<file path="config.mk">
export PLATFORM = sky130hd
export DESIGN_NAME = multi_edge_detector
export DESIGN_NICKNAME = d
export VERILOG_FILES = /design/src/rtl/multi_edge_detector.sv
export SDC_FILE = /design/constraint.sdc
export NUM_CORES = 1
export LEC_CHECK = 0
export ABC_AREA = 1
export CORE_ASPECT_RATIO = 1.75
export CORE_MARGIN = 5
export CORE_UTILIZATION = 45
export CTS_CLUSTER_SIZE = 12
export DETAILED_ROUTE_END_ITERATION = 16
export DONT_BUFFER_PORTS = 1
export PLACE_DENSITY_LB_ADDON = 0.15
export RECOVER_POWER = 100
export SLEW_MARGIN = 20
export SYNTH_ARGS = -nofsm -noshare
export SYNTH_HDL_FRONTEND = slang
export SYNTH_SLANG_ARGS = --single-unit
export TNS_END_PERCENT = 30
</file>
<file path="constraint.sdc">
create_clock -name clk -period 1.3 [get_ports clk]
set_input_delay 0 -clock clk [delete_from_list [all_inputs] [get_ports clk]]
set_output_delay 0 -clock clk [all_outputs]
set_load 0.05 [all_outputs]
</file>
<file path="src/rtl/multi_edge_detector.sv">
// multi_edge_detector: per-channel synchronise, glitch-filter and edge-detect with mode-qualified events
// Ports:
//   clk, reset_n       clock and asynchronous active-low reset
//   signal_in          raw asynchronous inputs, one per channel
//   mode               per channel 2 bits: 00 off, 01 rise, 10 fall, 11 both
//   clear              per-channel clear of sticky flag and event counter
//   level              filtered level per channel
//   rising_pulse       1-cycle pulse on filtered 0->1
//   falling_pulse      1-cycle pulse on filtered 1->0
//   event_pulse        1-cycle pulse on a mode-qualified edge
//   event_sticky       latched event flag, held until clear
//   event_count        saturating event counters, ch i at [i*CNT_WIDTH +: CNT_WIDTH]
//   irq                registered OR of all sticky flags
module multi_edge_detector #(
    parameter int CHANNELS    = 4,
    parameter int SYNC_STAGES = 2,
    parameter int FILTER_LEN  = 4,
    parameter int CNT_WIDTH   = 8
) (
    input  logic                          clk,
    input  logic                          reset_n,
    input  logic [CHANNELS-1:0]           signal_in,
    input  logic [2*CHANNELS-1:0]         mode,
    input  logic [CHANNELS-1:0]           clear,
    output logic [CHANNELS-1:0]           level,
    output logic [CHANNELS-1:0]           rising_pulse,
    output logic [CHANNELS-1:0]           falling_pulse,
    output logic [CHANNELS-1:0]           event_pulse,
    output logic [CHANNELS-1:0]           event_sticky,
    output logic [CHANNELS*CNT_WIDTH-1:0] event_count,
    output logic                          irq
);
    localparam int FW = $clog2(FILTER_LEN) + 1;

    for (genvar i = 0; i < CHANNELS; i++) begin : g_ch
        logic [SYNC_STAGES-1:0] sync;
        logic [FW-1:0]          flt;
        logic [CNT_WIDTH-1:0]   cnt;
        logic                   lvl, rise_q, fall_q, ev_q, sticky;
        logic                   s, fire, ev;
        assign s    = sync[SYNC_STAGES-1];
        // accept the new level once it has differed for FILTER_LEN consecutive edges
        assign fire = (s != lvl) && (flt == FW'(FILTER_LEN - 1));
        assign ev   = fire && ((s && mode[2*i]) || (!s && mode[2*i+1]));
        always_ff @(posedge clk or negedge reset_n) begin
            if (!reset_n) begin
                sync   <= '0;
                flt    <= '0;
                lvl    <= 1'b0;
                rise_q <= 1'b0;
                fall_q <= 1'b0;
                ev_q   <= 1'b0;
                sticky <= 1'b0;
                cnt    <= '0;
            end else begin
                sync   <= {sync[SYNC_STAGES-2:0], signal_in[i]};
                flt    <= (s == lvl || fire) ? '0 : flt + FW'(1);
                lvl    <= fire ? s : lvl;
                rise_q <= fire && s;
                fall_q <= fire && !s;
                ev_q   <= ev;
                // a coincident event wins over clear so it is never lost
                sticky <= ev || (sticky && !clear[i]);
                if (clear[i])
                    cnt <= CNT_WIDTH'(ev);
                else if (ev && cnt != '1)
                    cnt <= cnt + CNT_WIDTH'(1);
            end
        end
        assign level[i]                             = lvl;
        assign rising_pulse[i]                      = rise_q;
        assign falling_pulse[i]                     = fall_q;
        assign event_pulse[i]                       = ev_q;
        assign event_sticky[i]                      = sticky;
        assign event_count[i*CNT_WIDTH +: CNT_WIDTH] = cnt;
    end

    always_ff @(posedge clk or negedge reset_n) begin
        if (!reset_n)
            irq <= 1'b0;
        else
            irq <= |event_sticky;
    end
endmodule
</file>
==> flow_summary_export.csv <==
group,metric,value,unit
timing,rsz0062_at_grt,"true",
critical_path,cp_cell_sequence,"ha_2, ha_4, buf_6, nand3_4, nor2_4, nand3_2, nand2_2",
clock_network,clk_path_buf_depth,2,
routing,num_vias,3250,
timing,fmax,745,MHz
finish,fin_util,60.3,%
clock_network,cts_sinks,73,
floorplanning,initial_core_util,46.3,%
placement,gp_congestion,0.820,
critical_path,cp.required,1.56,ns
floorplanning,die_w,80.1,um
power_and_ir_drop,total_power,7.41,mW
logic_synthesis,ys_seq_elements,73,
worst_hold_path,hp-class,"primary input to async pin",
global_routing,grt_max_degree,74,
critical_path,startpoint_type,"flip-flop",
logic_synthesis,synth_edf_count,0,
critical_path,critical_path.top_delay_family,"simple AND/OR/NAND/NOR gates",
clock_network,root_buffer,"clkbuf_16",
routing,vias_per_cell,4.91,
finish,syn_to_final_growth,30.3,%
timing,period_share,103,%
status,violations,"negative hold slack, negative setup slack",
logic_synthesis,synth_area_per_cell,8.14,sq um
finish,final_cell_mix,"nand2_1, dfrtp_1, nand3_1",
timing,setup_slack,-0.0421,ns
critical_path,crit_slowest_cell,"dfrtp_1",
placement,place_hpwl,6.19,mm
finish,fin_nets,572,
timing,tns,-0.337,ns
floorplanning,io_pins,71,
critical_path,max_stage_delay,0.37,ns
clock_network,cts_hold_buf,8,
finish,final_common_cell,"nand2_1",
finish,design_area,5050,sq um
timing,setup_viol_count_final,15,
critical_path,reg2reg_slack,-0.04,ns
power_and_ir_drop,p_leak,2.56,nW
clock_network,numCtsBuffers,9,
logic_synthesis,ys_types,24,
global_routing,antenna_found_initial,0,
routing,dr.pass1.iters,4,
global_routing,grt_pass1_vias,3254,
critical_path,arrival,1.61,ns
timing,slew_headroom,68.1,%
timing,period_minus_slack,1.34,ns
power_and_ir_drop,p_per_area,1470,nW/um^2
critical_path,endpoint_kind,"flip-flop",
floorplanning,die_y,133,um
floorplanning,placementRows,44,
routing,drt.antenna.violating_nets,0,
timing,hold_ws,-0.641,ns
floorplanning,core,8370,sq um
logic_synthesis,synthArstFlopShare,100,%
routing,first_iter_violations,91,
logic_synthesis,synth_ff_type,"dfrtp_1",
placement,portBuffers,0,
timing,hold_violations,73,
critical_path,path_max_fanout,6,
finish,final_layout_size_suffix_gt1_share,33.3,%
routing,post_drt_wl_per_cell,13.6,um
routing,drc,0,
clock_network,htreeDepth,3,
critical_path,rr_endpoint,"g_ch[2].cnt[2]",
critical_path,r2r_start,"g_ch[2].flt[1]",
clock_network,clock_latency,0.33,ns
global_routing,grt-ovfl-total,0,
clock_network,cts_tree,"done",
logic_synthesis,syn_inst,476,
power_and_ir_drop,ir_drop,887,uV
clock_network,cts.clk_slew.worst_paths,0.06,ns
critical_path,r2r_cells,7,
status,status,"finished, violations left",
timing,finClkSkew,0.00662,ns
logic_synthesis,syn-cell-area,3870,sq um
routing,wl,8.97,mm
finish,num_antenna_cells,0,
global_routing,grt_pass1_wl,14.7,mm
critical_path,crit_buf_inv,1,
logic_synthesis,seq_area_frac_synth,47.2,%
timing,drv_slew,0,
placement,placed_area,4410,sq um
critical_path,path_depth,7,
logic_synthesis,ys_warn_count,0,
floorplanning,dieArea,10600,sq um
global_routing,grtUsageTotal,17.5,%
flow_run,max_cap_viol_count,0,
logic_synthesis,syn_nets,506,
critical_path,critPathKind,"flip-flop to flip-flop",
timing,worstMarginPinSlew,0.478,ns
## sequential cells by signal (all words and copies together) (netlist names)
| signal | cells |
|---|---|
| g_ch.lvl | 4 |
| g_ch.ev_q | 4 |
| g_ch.sync | 8 |
| irq | 1 |
| g_ch.sticky | 4 |
| g_ch.rise_q | 4 |
| g_ch.cnt | 32 |
| g_ch.flt | 12 |
| g_ch.fall_q | 4 |
## report_power, final
group,total [mW],switching [mW],internal [mW]
Sequential,2.83,0.281,2.55
Clock,2.86,0.968,1.89
Combinational,1.72,1.11,0.612
## final cells by class
cell class,count,area (sq um)
Clock inverter,7,125
Clock buffer,9,225
Tap cell,115,144
Fill cell,780,3320
Inverter,54,205
Multi-Input combinational cell,328,1980
Sequential cell,73,1840
Timing Repair Buffer,76,522
## Yosys cell counts (6+ instances only)
library cell,n,share of area (%)
nand2_1,130,13
nor2_1,53,5.1
o21ai_0,9,1.2
dfrtp_1,73,47
nand3_1,67,8.7
ha_1,12,3.9
a21oi_1,8,1.0
inv_1,48,4.7
nand2_2,7,1.1
nor2_4,9,2.6
inv_2,6,0.58
buf_4,20,3.9
## layer usage
layer | up-vias | part of all wire (%) | GRT usage [%]
li1 | 1629 | - | -
met3 | 22 | 5.3 | 4.56
met5 | - | 0 | 0
met1 | 1516 | 39 | 19.6
met4 | 0 | 2.7 | 9.21
met2 | 83 | 53 | 29.8
## worst max-delay path by stage
| stage | startpoint | to | slack (ns) |
|---|---|---|---|
| finish | g_ch[2].flt[1] | g_ch[2].cnt[2] | -0.04 |
| global placement | g_ch[3].flt[0] | g_ch[3].cnt[4] | -0.03 |
| CTS | g_ch[2].flt[1] | g_ch[2].cnt[4] | -0.05 |
| detailed placement | g_ch[3].flt[0] | g_ch[3].cnt[4] | -0.08 |
| global route | g_ch[2].flt[1] | g_ch[2].cnt[4] | -0.13 |
| floorplan | g_ch[0].cnt[0] | g_ch[0].cnt[4] | -0.09 |
## per-stage QoR
| stage | instances | hold WS, ns | worst slack (ns) |
|---|---|---|---|
| 2_1_floorplan | 476 | -0.296 | -0.0900 |
| 3_3_place_gp | 628 | -0.294 | -0.0310 |
| 3_5_place_dp | 628 | -0.293 | -0.0819 |
| 4_1_cts | 657 | -0.656 | -0.0524 |
| 5_1_grt | 662 | -0.660 | -0.133 |
| 6_report | 662 | -0.641 | -0.0421 |
## cells by family after synthesis
family / share of synthesized area [%]
flops: 47.2
fa+ha+maj: 3.88
xor+xnor: 1.58
buf+inv: 9.53
simple gates: 34.6
compound gates: 3.23
## repair_timing
item,4_1_cts,5_1_grt
setup buffers,3,4
endpoints found under the setup margin,33,37
gates resized for setup,22,40
hold endpoints to repair,98,73
pin swaps,12,17
cloned,2,1
## worst reg2reg max path: stages, from the launching register on
cell	delay [ns]
dfrtp_1	0.37
ha_2	0.21
ha_4	0.15
buf_6	0.10
nand3_4	0.08
nor2_4	0.21
nand3_2	0.10
nand2_2	0.07
(Power assumes the default switching activity.)
